### src/rtl/i2c_slv_sched_if.sv
// i2c_slv_sched_if: PHY, read-source and command-sink signals of the I2C slave word scheduler
interface i2c_slv_sched_if #(
   parameter int CNT_W = 16,
   parameter int LEN_W = 8
);
   logic             phy_push;
   logic [31:0]      phy_dout;
   logic             phy_full;
   logic             phy_pop;
   logic [31:0]      phy_din;
   logic             phy_empty;
   logic             phy_wstop;
   logic             phy_rstop;
   logic             phy_rerr;
   logic             rsp_valid;
   logic             rsp_ready;
   logic [31:0]      rsp_data;
   logic             sts_valid;
   logic             sts_ready;
   logic [31:0]      sts_data;
   logic             cmd_valid;
   logic             cmd_ready;
   logic [31:0]      cmd_data;
   logic             wr_done;
   logic [LEN_W-1:0] wr_len;
   logic             rd_done;
   logic             sts_drop;
   logic [CNT_W-1:0] rd_err_cnt;
   logic [CNT_W-1:0] wr_drop_cnt;
   modport slave (
      input  phy_push, phy_dout, phy_pop, phy_wstop, phy_rstop, phy_rerr,
      input  rsp_valid, rsp_data, sts_valid, sts_data, cmd_ready,
      output phy_full, phy_din, phy_empty, rsp_ready, sts_ready, cmd_valid, cmd_data,
      output wr_done, wr_len, rd_done, sts_drop, rd_err_cnt, wr_drop_cnt
   );
   modport master (
      output phy_push, phy_dout, phy_pop, phy_wstop, phy_rstop, phy_rerr,
      output rsp_valid, rsp_data, sts_valid, sts_data, cmd_ready,
      input  phy_full, phy_din, phy_empty, rsp_ready, sts_ready, cmd_valid, cmd_data,
      input  wr_done, wr_len, rd_done, sts_drop, rd_err_cnt, wr_drop_cnt
   );
endinterface

### src/rtl/i2c_slv_sched.sv
// i2c_slv_sched: arbitrates response/status words into the PHY read holding register with replay, and buffers PHY write words to the command sink
module i2c_slv_sched #(
   parameter int STAT_TTL = 1000,
   parameter int CNT_W    = 16,
   parameter int LEN_W    = 8
) (
   input logic clk,
   input logic rst,
   i2c_slv_sched_if.slave bus
);
   localparam logic [0:0] EMPTY = 1'b0;
   localparam logic [0:0] HOLD  = 1'b1;
   localparam int AW = $clog2(STAT_TTL);
   logic [0:0]       state;
   logic [31:0]      hold;
   logic [31:0]      replay;
   logic             src;
   logic             last_grant;
   logic             replay_vld;
   logic             replay_pend;
   logic [AW-1:0]    age;
   logic             rd_done;
   logic [CNT_W-1:0] rd_err_cnt;
   logic             cmd_vld_q;
   logic [31:0]      cmd_data;
   logic [LEN_W-1:0] wr_len_cnt;
   logic [LEN_W-1:0] wr_len;
   logic             wr_done;
   logic [CNT_W-1:0] wr_drop_cnt;
   logic             take_replay;
   logic             grant_rsp;
   logic             grant_sts;
   logic             pop_take;
   logic             expire;
   logic             cmd_valid;
   logic             accept;
   logic             drop;
   logic [LEN_W-1:0] len_next;
   // grant, expiry and write-acceptance decisions; no handshakes are offered while rst is high
   always_comb begin
      take_replay = !rst && state == EMPTY && replay_pend && replay_vld;
      grant_rsp   = !rst && state == EMPTY && !take_replay && bus.rsp_valid && (!bus.sts_valid || last_grant);
      grant_sts   = !rst && state == EMPTY && !take_replay && bus.sts_valid && (!bus.rsp_valid || !last_grant);
      pop_take    = state == HOLD && bus.phy_pop;
      expire      = !rst && state == HOLD && src && age == AW'(STAT_TTL - 1) && !bus.phy_pop;
      cmd_valid   = cmd_vld_q && !rst;
      accept      = bus.phy_push && (!cmd_valid || bus.cmd_ready);
      drop        = bus.phy_push && cmd_valid && !bus.cmd_ready;
      len_next    = (accept && !(&wr_len_cnt)) ? wr_len_cnt + LEN_W'(1) : wr_len_cnt;
   end
   assign bus.rsp_ready   = grant_rsp;
   assign bus.sts_ready   = grant_sts;
   assign bus.phy_din     = hold;
   assign bus.phy_empty   = state != HOLD;
   assign bus.sts_drop    = expire;
   assign bus.rd_done     = rd_done;
   assign bus.rd_err_cnt  = rd_err_cnt;
   assign bus.cmd_valid   = cmd_valid;
   assign bus.phy_full    = cmd_valid;
   assign bus.cmd_data    = cmd_data;
   assign bus.wr_done     = wr_done;
   assign bus.wr_len      = wr_len;
   assign bus.wr_drop_cnt = wr_drop_cnt;
   // read path: holding register fill/pop/expiry, replay bookkeeping and read error counting
   always_ff @(posedge clk) begin
      if (rst) begin
         state       <= EMPTY;
         hold        <= '0;
         replay      <= '0;
         src         <= 1'b0;
         last_grant  <= 1'b1;
         replay_vld  <= 1'b0;
         replay_pend <= 1'b0;
         age         <= '0;
         rd_done     <= 1'b0;
         rd_err_cnt  <= '0;
      end else begin
         if (take_replay) begin
            hold  <= replay;
            src   <= 1'b0;
            age   <= '0;
            state <= HOLD;
         end else if (grant_rsp || grant_sts) begin
            hold       <= grant_sts ? bus.sts_data : bus.rsp_data;
            src        <= grant_sts;
            last_grant <= grant_sts;
            age        <= '0;
            state      <= HOLD;
         end else if (pop_take || expire) begin
            state <= EMPTY;
         end else if (state == HOLD && src) begin
            age <= age + AW'(1);
         end
         if (take_replay)
            replay_pend <= 1'b0;
         else if (bus.phy_rerr && replay_vld && !bus.phy_pop)
            replay_pend <= 1'b1;
         if (pop_take) begin
            replay     <= hold;
            replay_vld <= 1'b1;
         end else if (bus.phy_rstop && !replay_pend) begin
            replay_vld <= 1'b0;
         end
         rd_done    <= bus.phy_rstop;
         rd_err_cnt <= (bus.phy_rerr && !(&rd_err_cnt)) ? rd_err_cnt + CNT_W'(1) : rd_err_cnt;
      end
   end
   // write path: one-word command buffer, per-transaction length and drop counting
   always_ff @(posedge clk) begin
      if (rst) begin
         cmd_vld_q   <= 1'b0;
         cmd_data    <= '0;
         wr_len_cnt  <= '0;
         wr_len      <= '0;
         wr_done     <= 1'b0;
         wr_drop_cnt <= '0;
      end else begin
         cmd_vld_q   <= accept || (cmd_vld_q && !bus.cmd_ready);
         cmd_data    <= accept ? bus.phy_dout : cmd_data;
         wr_drop_cnt <= (drop && !(&wr_drop_cnt)) ? wr_drop_cnt + CNT_W'(1) : wr_drop_cnt;
         wr_done     <= bus.phy_wstop;
         wr_len      <= bus.phy_wstop ? len_next : wr_len;
         wr_len_cnt  <= bus.phy_wstop ? '0 : len_next;
      end
   end
endmodule

### src/flat_wrapper.sv
// flat-port wrapper written by rule: the top's interface ports become plain ports
module i2c_slv_sched_flat 
#(
   parameter int STAT_TTL = 1000,
   parameter int CNT_W    = 16,
   parameter int LEN_W    = 8
)
  (clk, rst, bus_phy_push, bus_phy_dout, bus_phy_pop, bus_phy_wstop, bus_phy_rstop, bus_phy_rerr, bus_rsp_valid, bus_rsp_data, bus_sts_valid, bus_sts_data, bus_cmd_ready, bus_phy_full, bus_phy_din, bus_phy_empty, bus_rsp_ready, bus_sts_ready, bus_cmd_valid, bus_cmd_data, bus_wr_done, bus_wr_len, bus_rd_done, bus_sts_drop, bus_rd_err_cnt, bus_wr_drop_cnt);
  i2c_slv_sched_if #(.CNT_W(CNT_W), .LEN_W(LEN_W)) bus_i ();
  input logic clk;
  input logic rst;
  input wire logic [$bits(bus_i.phy_push)-1:0] bus_phy_push;
  input wire logic [$bits(bus_i.phy_dout)-1:0] bus_phy_dout;
  input wire logic [$bits(bus_i.phy_pop)-1:0] bus_phy_pop;
  input wire logic [$bits(bus_i.phy_wstop)-1:0] bus_phy_wstop;
  input wire logic [$bits(bus_i.phy_rstop)-1:0] bus_phy_rstop;
  input wire logic [$bits(bus_i.phy_rerr)-1:0] bus_phy_rerr;
  input wire logic [$bits(bus_i.rsp_valid)-1:0] bus_rsp_valid;
  input wire logic [$bits(bus_i.rsp_data)-1:0] bus_rsp_data;
  input wire logic [$bits(bus_i.sts_valid)-1:0] bus_sts_valid;
  input wire logic [$bits(bus_i.sts_data)-1:0] bus_sts_data;
  input wire logic [$bits(bus_i.cmd_ready)-1:0] bus_cmd_ready;
  output wire logic [$bits(bus_i.phy_full)-1:0] bus_phy_full;
  output wire logic [$bits(bus_i.phy_din)-1:0] bus_phy_din;
  output wire logic [$bits(bus_i.phy_empty)-1:0] bus_phy_empty;
  output wire logic [$bits(bus_i.rsp_ready)-1:0] bus_rsp_ready;
  output wire logic [$bits(bus_i.sts_ready)-1:0] bus_sts_ready;
  output wire logic [$bits(bus_i.cmd_valid)-1:0] bus_cmd_valid;
  output wire logic [$bits(bus_i.cmd_data)-1:0] bus_cmd_data;
  output wire logic [$bits(bus_i.wr_done)-1:0] bus_wr_done;
  output wire logic [$bits(bus_i.wr_len)-1:0] bus_wr_len;
  output wire logic [$bits(bus_i.rd_done)-1:0] bus_rd_done;
  output wire logic [$bits(bus_i.sts_drop)-1:0] bus_sts_drop;
  output wire logic [$bits(bus_i.rd_err_cnt)-1:0] bus_rd_err_cnt;
  output wire logic [$bits(bus_i.wr_drop_cnt)-1:0] bus_wr_drop_cnt;
  assign bus_i.phy_push = bus_phy_push;
  assign bus_i.phy_dout = bus_phy_dout;
  assign bus_i.phy_pop = bus_phy_pop;
  assign bus_i.phy_wstop = bus_phy_wstop;
  assign bus_i.phy_rstop = bus_phy_rstop;
  assign bus_i.phy_rerr = bus_phy_rerr;
  assign bus_i.rsp_valid = bus_rsp_valid;
  assign bus_i.rsp_data = bus_rsp_data;
  assign bus_i.sts_valid = bus_sts_valid;
  assign bus_i.sts_data = bus_sts_data;
  assign bus_i.cmd_ready = bus_cmd_ready;
  assign bus_phy_full = bus_i.phy_full;
  assign bus_phy_din = bus_i.phy_din;
  assign bus_phy_empty = bus_i.phy_empty;
  assign bus_rsp_ready = bus_i.rsp_ready;
  assign bus_sts_ready = bus_i.sts_ready;
  assign bus_cmd_valid = bus_i.cmd_valid;
  assign bus_cmd_data = bus_i.cmd_data;
  assign bus_wr_done = bus_i.wr_done;
  assign bus_wr_len = bus_i.wr_len;
  assign bus_rd_done = bus_i.rd_done;
  assign bus_sts_drop = bus_i.sts_drop;
  assign bus_rd_err_cnt = bus_i.rd_err_cnt;
  assign bus_wr_drop_cnt = bus_i.wr_drop_cnt;
  i2c_slv_sched #(.STAT_TTL(STAT_TTL), .CNT_W(CNT_W), .LEN_W(LEN_W)) u_core (.clk(clk), .rst(rst), .bus(bus_i));
endmodule
### config.mk
export PLATFORM = sky130hd
export DESIGN_NAME = i2c_slv_sched_flat
export DESIGN_NICKNAME = d
export VERILOG_FILES = /design/src/rtl/i2c_slv_sched_if.sv /design/src/rtl/i2c_slv_sched.sv /design/src/flat_wrapper.sv
export SDC_FILE = /design/constraint.sdc
export NUM_CORES = 1
export LEC_CHECK = 0
export CORE_MARGIN = 4
export CORE_UTILIZATION = 47
export CTS_CLUSTER_DIAMETER = 50
export CTS_CLUSTER_SIZE = 8
export DETAILED_ROUTE_END_ITERATION = 8
export PLACE_DENSITY_LB_ADDON = 0.12
export SLEW_MARGIN = 40
export SYNTH_ARGS = -nofsm -noshare
export SYNTH_HDL_FRONTEND = slang
export SYNTH_SLANG_ARGS = --single-unit
export TNS_END_PERCENT = 30
### constraint.sdc
create_clock -name clk -period 2.1 [get_ports clk]
set_input_delay 0.42 -clock clk [delete_from_list [all_inputs] [get_ports clk]]
set_output_delay 0.42 -clock clk [all_outputs]
set_load 0.01 [all_outputs]
==> insert_results.sql <==
INSERT INTO impl_metrics (metric_group, metric, value, unit) VALUES
('clock_network', 'cts.reportedPaths.clkPinSlew', '0.07', 'ns'),
('placement', 'count_of_input_and_output_buffers', '217', ''),
('timing', 'slew-limit-headroom', '58.3', '%'),
('timing', 'final.period_utilization', '97.7', '%'),
('floorplan', 'initial_cell_density_of_the_core', '48.7', '%'),
('power', 'max-vdd-ir-drop', '0.511', 'mV'),
('timing', 'timing.final.crit_period', '2.05', 'ns'),
('timing', 'final.hold.worst_slack', '0.328', 'ns'),
('drt', 'totalWireLength', '21400', 'µm'),
('layout', 'layout_commonest_cell', 'sky130_fd_sc_hd__clkdlybuf4s50_1', ''),
('job', 'maxCapViolations', '0', ''),
('placement', 'hpwl', '14600', 'µm'),
('run_status', 'status', 'complete, no violations', ''),
('timing', 'finalSetupViolCount', '0', ''),
('timing', 'clock-skew-final', '0.00723', 'ns'),
('layout', 'layout-drive-gt1-share', '9.26', '%'),
('layout', 'areaGrowthSynthToFinish', '47.2', '%'),
('timing', 'count_of_endpoints_failing_hold_in_the_final_timing_report', '0', ''),
('layout', 'most_used_cells_in_the_layout_excluding_fill_and_tap_cells', 'sky130_fd_sc_hd__clkdlybuf4s50_1 (212), sky130_fd_sc_hd__nand2_1 (186), sky130_fd_sc_hd__dfxtp_1 (162)', ''),
('worst_setup_path', 'rr_startpoint', 'u_core.bus.rd_err_cnt[0]', ''),
('drt', 'first_pass_iters', '5', ''),
('floorplan', 'floorplan.rows', '44', ''),
('drt', 'average_wire_per_standard_cell', '16.1', 'µm'),
('drt', 'detail_route.drc_violations', '0', ''),
('drt', 'ant_nets', '0', ''),
('synthesis', 'cell_area_synth', '7180', 'µm²'),
('worst_setup_path', 'crit_path_slowest_cell', 'sky130_fd_sc_hd__clkdlybuf4s50_1', ''),
('layout', 'num-fill-cells', '1203', ''),
('synthesis', 'ys_async_sr_fraction', '0', '%'),
('synthesis', 'synth-edff-count', '0', ''),
('floorplan', 'ios', '218', ''),
('timing', 'worst_slew_pin_tran', '0.625', 'ns'),
('clock_network', 'ctsRootBufferMaster', 'sky130_fd_sc_hd__clkbuf_16', ''),
('clock_network', 'cts.repair_timing.setup_buffer_count', '0', ''),
('floorplan', 'chipHeight', '132', 'µm'),
('placement', 'dp.cells', '1297', ''),
('layout', 'antennaDiodeCount', '0', ''),
('clock_network', 'tritoncts', 'yes', ''),
('clock_network', 'clockBufferDepth', '2', ''),
('synthesis', 'synth_compound_gate_area_share', '21.2', '%'),
('worst_setup_path', 'cp-end-kind', 'primary output', ''),
('synthesis', 'netlist-cell-type-count', '62', ''),
('clock_network', 'h-tree-depth', '4', ''),
('min_path', 'holdCritStartpoint', 'rst', ''),
('synthesis', 'yosys.area_share.xor_xnor', '1.34', '%'),
('drt', 'detail_route.iter0.violations', '465', ''),
('power', 'power_leakage', '3.66', 'nW'),
('synthesis', 'yosys_warning_count', '0', ''),
('timing', 'top_achievable_clock_speed', '0.487', 'GHz'),
('synthesis', 'ys_seq_elements', '162', ''),
('floorplan', 'floorplan.die.width', '132', 'µm'),
('global_routing', 'first_global_vias', '6994', ''),
('synthesis', 'postSynthAreaPerCell', '7.95', 'µm²'),
('power', 'totalPowerFinal', '7.62', 'mW'),
('drt', 'vias', '7423', ''),
('global_routing', 'grt.total_usage', '24.0', '%'),
('clock_network', 'cts_hold_repair.buffers', '0', ''),
('worst_setup_path', 'cp_slowest_stage_delay', '0.45', 'ns'),
('timing', 'timing.final.max_slew_violations', '0', ''),
('global_routing', 'initial_antenna_violation_count', '0', ''),
('worst_setup_path', 'worst_ep_arrival_time', '1.63', 'ns'),
('placement', 'finalWeightedCongestion', '0.810', ''),
('layout', 'finish.instance_area', '10600', 'µm²'),
('placement', 'placedInstanceArea', '9890', 'µm²'),
('worst_setup_path', 'crit_chain', 'clkdlybuf4s50_1 -> and4b_1 -> and4_4 -> clkdlybuf4s15_1', ''),
('synthesis', 'synth_top_family_by_area', 'simple AND/OR/NAND/NOR gates', ''),
('synthesis', 'synth_fa_ha_area_share', '0.697', '%'),
('worst_setup_path', 'crit_path_start_kind', 'input port', ''),
('floorplan', 'coreArea', '14800', 'µm²'),
('synthesis', 'synth-simple-area-share', '26.4', '%'),
('clock_network', 'tritoncts_num_sinks', '162', '');
-- metal layers --
layer / wire length, µm / vias to the layer above / GRT usage, %
li1: - / 3702 / -
met1: 9060 / 3472 / 29.8
met2: 10300 / 224 / 39.5
met3: 1740 / 25 / 8.60
met4: 334 / 0 / 7.12
met5: 0 / - / 0
-- cells by family (layout without fill, tap and decap cells) --
| group | Yosys count | after routing |
|---|---|---|
| buf+inv | 76 | 318 |
| fa+ha+maj | 4 | 4 |
| compound gates | 248 | 248 |
| simple gates | 395 | 395 |
| xor+xnor | 11 | 11 |
| flops | 162 | 162 |
| mux | 7 | 7 |
-- where the power goes --
| group | internal (mW) | switching [mW] |
|---|---|---|
| Sequential | 3.18 | 0.0726 |
| Combinational | 0.519 | 0.433 |
| Clock | 2.14 | 1.27 |
| Total | 5.84 | 1.78 |
-- final timing paths --
kind                                   end  slack [ns]  cells past startpoint
setup reg to reg  u_core.bus.rd_err_cnt[0]        0.19                      5
hold / removal          u_core.bus.rd_done        0.33                      3
setup / recovery              bus_sts_drop        0.05                      4
hold reg to reg    u_core.bus.cmd_data[25]        0.45                      2
-- critical path, delay by kind of cell --
kind / cells / cell delay, ns
buffers and inverters: 2 / 0.68
AND/OR/NAND/NOR: 2 / 0.52
-- cells in the mapped netlist (12+ instances only) --
library cell / number / area, µm²
sky130_fd_sc_hd__dfxtp_1: 162 / 3240
sky130_fd_sc_hd__a21o_1: 32 / 240
sky130_fd_sc_hd__o21ai_0: 44 / 220
sky130_fd_sc_hd__clkbuf_1: 52 / 195
sky130_fd_sc_hd__nand2_1: 186 / 698
sky130_fd_sc_hd__a31oi_1: 34 / 213
sky130_fd_sc_hd__a21oi_1: 90 / 450
sky130_fd_sc_hd__nand4_1: 15 / 93.8
sky130_fd_sc_hd__inv_1: 12 / 45.0
sky130_fd_sc_hd__nand3_1: 87 / 435
sky130_fd_sc_hd__nor2_1: 33 / 124
-- cell type report --
type	instances	area (µm²)	share of cell area, %
multi-input cells	665	3690	34.9
flip-flops and latches	162	3240	30.7
repair buffers	274	2710	25.7
clock buffers	19	443	4.19
well taps	184	230	2.18
clock inverters	13	209	1.98
inverters	12	45.0	0.426
-- metrics by stage --
step	util [%]	setup TNS (ns)
3_5_place_dp	67.1	-1.09
6_report	71.6	0
3_3_place_gp	67.1	-0.780
2_1_floorplan	-	0
4_1_cts	71.5	-0.134
5_1_grt	71.6	-0.00631
-- state kept, by name, summed over array words and instances, names as in the netlist, 8 cells and up --
name                    cells
u_core.wr_len_cnt           8
u_core.age                 10
u_core.bus.phy_din         32
u_core.replay              32
u_core.bus.cmd_data        32
u_core.bus.rd_err_cnt      16
u_core.bus.wr_len           8
u_core.bus.wr_drop_cnt     16
-- repair_timing --
| action | in CTS | in global routing |
|---|---|---|
| endpoints found under the setup margin | 3 | 3 |
| gates cloned | 0 | 0 |
| gates resized for setup | 3 | 6 |
| pin swaps | 1 | 2 |
No activity file was read; power rests on OpenSTA's default activity.
